## src/rtl/alu_pkg.sv

```systemverilog
// Shared ALU types and sizing for the ROR sequencer and its datapath.
// Latency: none (types/constants only). Backpressure: not applicable.
package alu_pkg;

   typedef enum logic [1:0] {
      IDLE = 2'd0,
      RUN  = 2'd1,
      DONE = 2'd2
   } state_t;

   localparam int WIDTH    = 32;
   localparam int AMT_W    = 5;
   localparam int STEP_MAX = 15;

endpackage

```

## src/rtl/ror_seq_ctrl_ror.sv

```systemverilog
// Combinational rotate-right by 0..15 (one pass of the sequencer).
// Latency: 0 cycles. Backpressure: none, purely combinational.
module ror_seq_ctrl_ror #(
   parameter int WIDTH = 32
) (
   input  logic [WIDTH-1:0] din,
   input  logic [3:0]       amt,
   output logic [WIDTH-1:0] dout
);

   // Left shift by WIDTH yields zero, so amt==0 passes din through unchanged.
   assign dout = (din >> amt) | (din << (WIDTH - int'(amt)));

endmodule

```

## src/rtl/ror_seq_ctrl.sv

```systemverilog
// Full-range rotate sequencer: chains ROR passes of at most STEP_MAX; ROR_SEQ_ROL_EN adds in_dir (rotate left).
// Latency: 1+ceil(amt/STEP_MAX) cycles accept-to-out_valid. Backpressure: result held in DONE until out_ready.
module ror_seq_ctrl #(
   parameter int WIDTH    = alu_pkg::WIDTH,
   parameter int AMT_W    = alu_pkg::AMT_W,
   parameter int STEP_MAX = alu_pkg::STEP_MAX
) (
   input  logic             clk,
   input  logic             rst_n,
   input  logic             in_valid,
   output logic             in_ready,
`ifdef ROR_SEQ_ROL_EN
   input  logic             in_dir,
`endif
   input  logic [WIDTH-1:0] in_data,
   input  logic [AMT_W-1:0] in_amt,
   output logic             out_valid,
   input  logic             out_ready,
   output logic [WIDTH-1:0] out_data,
   output logic             busy,
   output logic [2:0]       pass_cnt
);

   import alu_pkg::*;

   localparam logic [AMT_W-1:0] STEP_LIM = AMT_W'(STEP_MAX);

   state_t           state, state_nxt;
   logic [WIDTH-1:0] data_reg;
   logic [WIDTH-1:0] ror_out;
   logic [AMT_W-1:0] rem;
   logic [AMT_W-1:0] rem_left;
   logic [AMT_W-1:0] amt_eff;
   logic [3:0]       step;
   logic             accept;

   // A left rotate by n is a right rotate by (WIDTH-n) mod WIDTH; truncation does the mod.
   always_comb begin
      amt_eff = in_amt;
`ifdef ROR_SEQ_ROL_EN
      if (in_dir) begin
         amt_eff = AMT_W'(WIDTH - int'(in_amt));
      end
`endif
   end

   always_comb begin
      step     = (rem > STEP_LIM) ? STEP_LIM[3:0] : rem[3:0];
      rem_left = rem - AMT_W'(step);
   end

   ror_seq_ctrl_ror #(
      .WIDTH (WIDTH)
   ) u_ror (
      .din  (data_reg),
      .amt  (step),
      .dout (ror_out)
   );

   always_ff @(posedge clk or negedge rst_n) begin
      if (!rst_n) begin
         state <= IDLE;
      end else begin
         state <= state_nxt;
      end
   end

   always_comb begin
      state_nxt = state;
      accept    = 1'b0;
      in_ready  = 1'b0;
      out_valid = 1'b0;
      busy      = 1'b0;
      out_data  = '0;
      case (state)
         IDLE: begin
            in_ready = 1'b1;
            if (in_valid) begin
               accept    = 1'b1;
               state_nxt = (amt_eff == '0) ? DONE : RUN;
            end
         end
         RUN: begin
            busy = 1'b1;
            if (rem_left == '0) begin
               state_nxt = DONE;
            end
         end
         DONE: begin
            busy      = 1'b1;
            out_valid = 1'b1;
            out_data  = data_reg;
            if (out_ready) begin
               state_nxt = IDLE;
            end
         end
         default: begin
            state_nxt = IDLE;
         end
      endcase
   end

   always_ff @(posedge clk or negedge rst_n) begin
      if (!rst_n) begin
         data_reg <= '0;
         rem      <= '0;
         pass_cnt <= '0;
      end else if (accept) begin
         data_reg <= in_data;
         rem      <= amt_eff;
         pass_cnt <= '0;
      end else if (state == RUN) begin
         data_reg <= ror_out;
         rem      <= rem_left;
         pass_cnt <= pass_cnt + 3'd1;
      end
   end

endmodule

```

## config.mk

```make
export PLATFORM = sky130hd
export DESIGN_NAME = ror_seq_ctrl
export DESIGN_NICKNAME = d
export VERILOG_FILES = /design/src/rtl/alu_pkg.sv /design/src/rtl/ror_seq_ctrl_ror.sv /design/src/rtl/ror_seq_ctrl.sv
export SDC_FILE = /design/constraint.sdc
export NUM_CORES = 1
export LEC_CHECK = 0
export ABC_AREA = 1
export CAP_MARGIN = 20
export CELL_PAD_IN_SITES_DETAIL_PLACEMENT = 0
export CELL_PAD_IN_SITES_GLOBAL_PLACEMENT = 2
export CORE_MARGIN = 1.5
export CORE_UTILIZATION = 28
export DETAILED_ROUTE_END_ITERATION = 8
export MAX_ROUTING_LAYER = met4
export PLACE_DENSITY_LB_ADDON = 0.1
export RECOVER_POWER = 100
export SYNTH_ARGS = -nofsm -noshare
export SYNTH_HDL_FRONTEND = slang
export SYNTH_SLANG_ARGS = --single-unit
```

## constraint.sdc

```tcl
create_clock -name clk -period 3 [get_ports clk]
set_clock_uncertainty 0.1 [all_clocks]
set_input_delay 0.6 -clock clk [delete_from_list [all_inputs] [get_ports clk]]
set_output_delay 0.6 -clock clk [all_outputs]
set_load 0.01 [all_outputs]
```

==> out/metrics.yaml <==
layout:
  proportion_of_layout_cells_with_a_drive_suffix_above_1_pct: 6.043
  nNetsFinal: 1105
  commonest_cells_after_routing_fill_and_taps_aside: "367 x sky130_fd_sc_hd__nand2_1, 246 x sky130_fd_sc_hd__nand3_1, 103 x sky130_fd_sc_hd__inv_1"
  seqCellArea_um2: 1051
  final_common_cell: "sky130_fd_sc_hd__nand2_1"
  nFillCells: 2315
  n_antenna_cell: 0
  flip_flop_count_of_the_largest_register_all_copies_and_words_added: 32
  multi_input_area_um2: 3710
  stdcell_count: 1324
  area_growth_pct: 23.01
timing:
  max_slew_margin_pct: 19.83
  fmax_mhz: 363.0
  max_slew.worst_pin.slew_ps: 1203
  setup-tns-final_ps: 0
  timing_max_transition_violations_final: 0
  finalSetupViolations: 0
  finalHoldViolCount: 0
  layout_worst_path_cycle_share_pct: 91.83
  rsz0062_at_grt: "no"
  final.min_clock_period_ps: 2755
clocking:
  worst_setup_hold_path_clk_slew_ps: 70
  cts_root_buffer: "sky130_fd_sc_hd__clkbuf_16"
  cts_resized: 0
  post_cts_hold_buffer_count: 0
  max-clock-path-buffers: 2
  cts_setup_buffers: 0
  cts_tree: "built"
  htreeDepth: 2
  clock_latency_ps: 310
  cts-buffers-inserted: 5
  cts_sinks: 42
critical_path:
  timing.critical_path.max_delay_family: "flip-flops"
  crit_fanout: 27
  worst_setup_ep_type: "flip-flop"
  crit_chain: "nor2_4 > ha_1 > buf_4 > nand3_1 > nand3_1 > nand3_1 > a21boi_0 > nor2_1 > o21ai_1"
  critical_path.slowest_cell: "sky130_fd_sc_hd__dfrtp_1"
  critical-path-top-cell-by-count: "sky130_fd_sc_hd__nand3_1"
  critPathRequiredTime_ps: 3130
  worstReg2RegEnd: "data_reg[15]$_DFFE_PN0P_"
  worst_r2r_startpoint: "rem[4]$_DFFE_PN0P_"
  cp_data_arrival_time_ps: 2890
  ff2ff_path_depth: 9
  worstSetupStartpointType: "flip-flop"
  regToRegSetupSlack_ps: 250
  critical_path.max_stage_delay_ps: 770
  criticalPathCategory: "reg2reg"
  critical_path_buf_inv_count: 1
logic_synthesis:
  avgSynthCellArea_um2: 5.499
  top_flip_flop_cell_by_instance_count_after_synthesis: "sky130_fd_sc_hd__dfrtp_1"
  post-synth-top-area-cell: "sky130_fd_sc_hd__nand2_1"
  synth.lib_cells_used.distinct: 37
  async_flop_share_pct: 100.0
  synth_largest_type_area_fraction_pct: 24.96
  number_of_enable_flip_flop_cells_after_synthesis: 0
  synth_net_count: 1048
  synthesis.instances: 1001
  ys_ff_latch: 42
  netlist_top_cells_area: "sky130_fd_sc_hd__nand2_1 25%, sky130_fd_sc_hd__nand3_1 22%, sky130_fd_sc_hd__dfrtp_1 19%, sky130_fd_sc_hd__inv_1 6.9%, sky130_fd_sc_hd__o21ai_0 3.8%"
  mappedNetlistArea_um2: 5504
  synthesis.yosys.warnings: 0
  seq_area_frac_synth_pct: 19.10
hold_path:
  hold_path_class: "reg2reg"
  min_delay_worst_endpoint: "data_reg[10]$_DFFE_PN0P_"
  hold-path-cell-count: 2
  timing.hold.worst.start: "data_reg[10]$_DFFE_PN0P_"
drt:
  detail_route.first_pass.iterations: 5
  drt-initial-drc-count: 507
  avgRoutedWirePerCell_um: 17.94
  num_vias: 6608
  route.detailed.drc: 0
  ant_nets: 0
  drt-total-wl_um: 23760
  vias_cell: 4.991
placement:
  placement.io_buffers: 78
  place.gp.congestion: 0.8824
  place.detailed.hpwl_um: 18450
  placed_cells_incl_taps: 1316
floorplan:
  floorplan.rows: 51
  initial_util_pct: 28.37
  dieWidth_um: 143.2
  ios: 79
  design.die.area_um2: 20510
  die_height_um: 143.2
  fp.coreArea_um2: 19400
grt:
  first_global_vias: 6288
  total_grt_overflow: 0
  grt_antenna_before_repair: 0
  grt_max_degree: 52
  grt_first_pass_wirelength_um: 37110
  grt_usage_pct: 24.75
run:
  timing.max_cap.violations: 0
run_status:
  status: "finished, final reports clean"
-- routing by layer --
layer  routed length (µm)  part of all wire, %  track usage [%]
met5                    0                    0                -
met2                11060                   47            39.56
met1                10830                   46            32.23
met3                 1171                  4.9            3.387
met4                  697                  2.9            7.813
-- tightest hold or removal path, delay by kind of cell (launching register included) --
kind	cells	cell delay (ps)
and+or+nand+nor	2	110
DFF	1	370
-- final cells by class --
class,count,share of cell area [%]
multi-input combinational,788,54.80
sequential,42,15.52
tap,265,4.897
inverter,111,6.228
clock inverter,1,0.1294
clock buffer,7,2.107
timing repair buffer,110,16.32
-- cell usage after synthesis (6+ instances only) --
library cell,instances
sky130_fd_sc_hd__o21ai_0,42
sky130_fd_sc_hd__o21ai_1,19
sky130_fd_sc_hd__a21oi_1,21
sky130_fd_sc_hd__clkbuf_1,25
sky130_fd_sc_hd__buf_6,7
sky130_fd_sc_hd__inv_1,101
sky130_fd_sc_hd__buf_2,18
sky130_fd_sc_hd__nand3_1,246
sky130_fd_sc_hd__dfrtp_1,42
sky130_fd_sc_hd__nor2_1,34
sky130_fd_sc_hd__o211ai_1,15
sky130_fd_sc_hd__nand2_1,366
sky130_fd_sc_hd__inv_2,7
sky130_fd_sc_hd__ha_1,6
-- cell families after synthesis --
group	after synthesis	share of synthesized area, %
flip-flops	42	19.10
XOR/XNOR	2	0.6593
adder cells (fa/ha/maj)	6	1.364
AND/OR/NAND/NOR	670	54.01
buffers and inverters	171	13.46
AO/OA/AOI/OAI	108	11.05
multiplexers	2	0.3637
-- worst max-delay path by stage --
| stage | startpoint | endpoint | slack [ps] | depth (start not counted) |
|---|---|---|---|---|
| after floorplan | rem[4]$_DFFE_PN0P_ | data_reg[31]$_DFFE_PN0P_ | 470 | 17 |
| after global placement | rem[4]$_DFFE_PN0P_ | data_reg[15]$_DFFE_PN0P_ | 380 | 9 |
| after detailed placement | rem[4]$_DFFE_PN0P_ | data_reg[15]$_DFFE_PN0P_ | 370 | 9 |
| after CTS | rem[4]$_DFFE_PN0P_ | data_reg[15]$_DFFE_PN0P_ | 350 | 9 |
| after global routing | state[0]$_DFFE_PN0P_ | out_data[10] | 100 | 6 |
| final | rem[4]$_DFFE_PN0P_ | data_reg[15]$_DFFE_PN0P_ | 250 | 9 |
-- through the flow --
step	hold WS, ps	cell area, µm²	utilization [%]	worst slack [ps]
global placement	392.6	6635	34.20	376.8
global route	438.9	6770	34.90	100.1
finish	412.1	6770	34.90	245.2
detailed placement	394.7	6635	34.20	374.2
CTS	309.0	6787	34.98	348.5
floorplan	204.4	5504	-	472.3
Power is not shown: default switching activity piles up to over one toggle a cycle in this logic, so the estimate is an artifact.
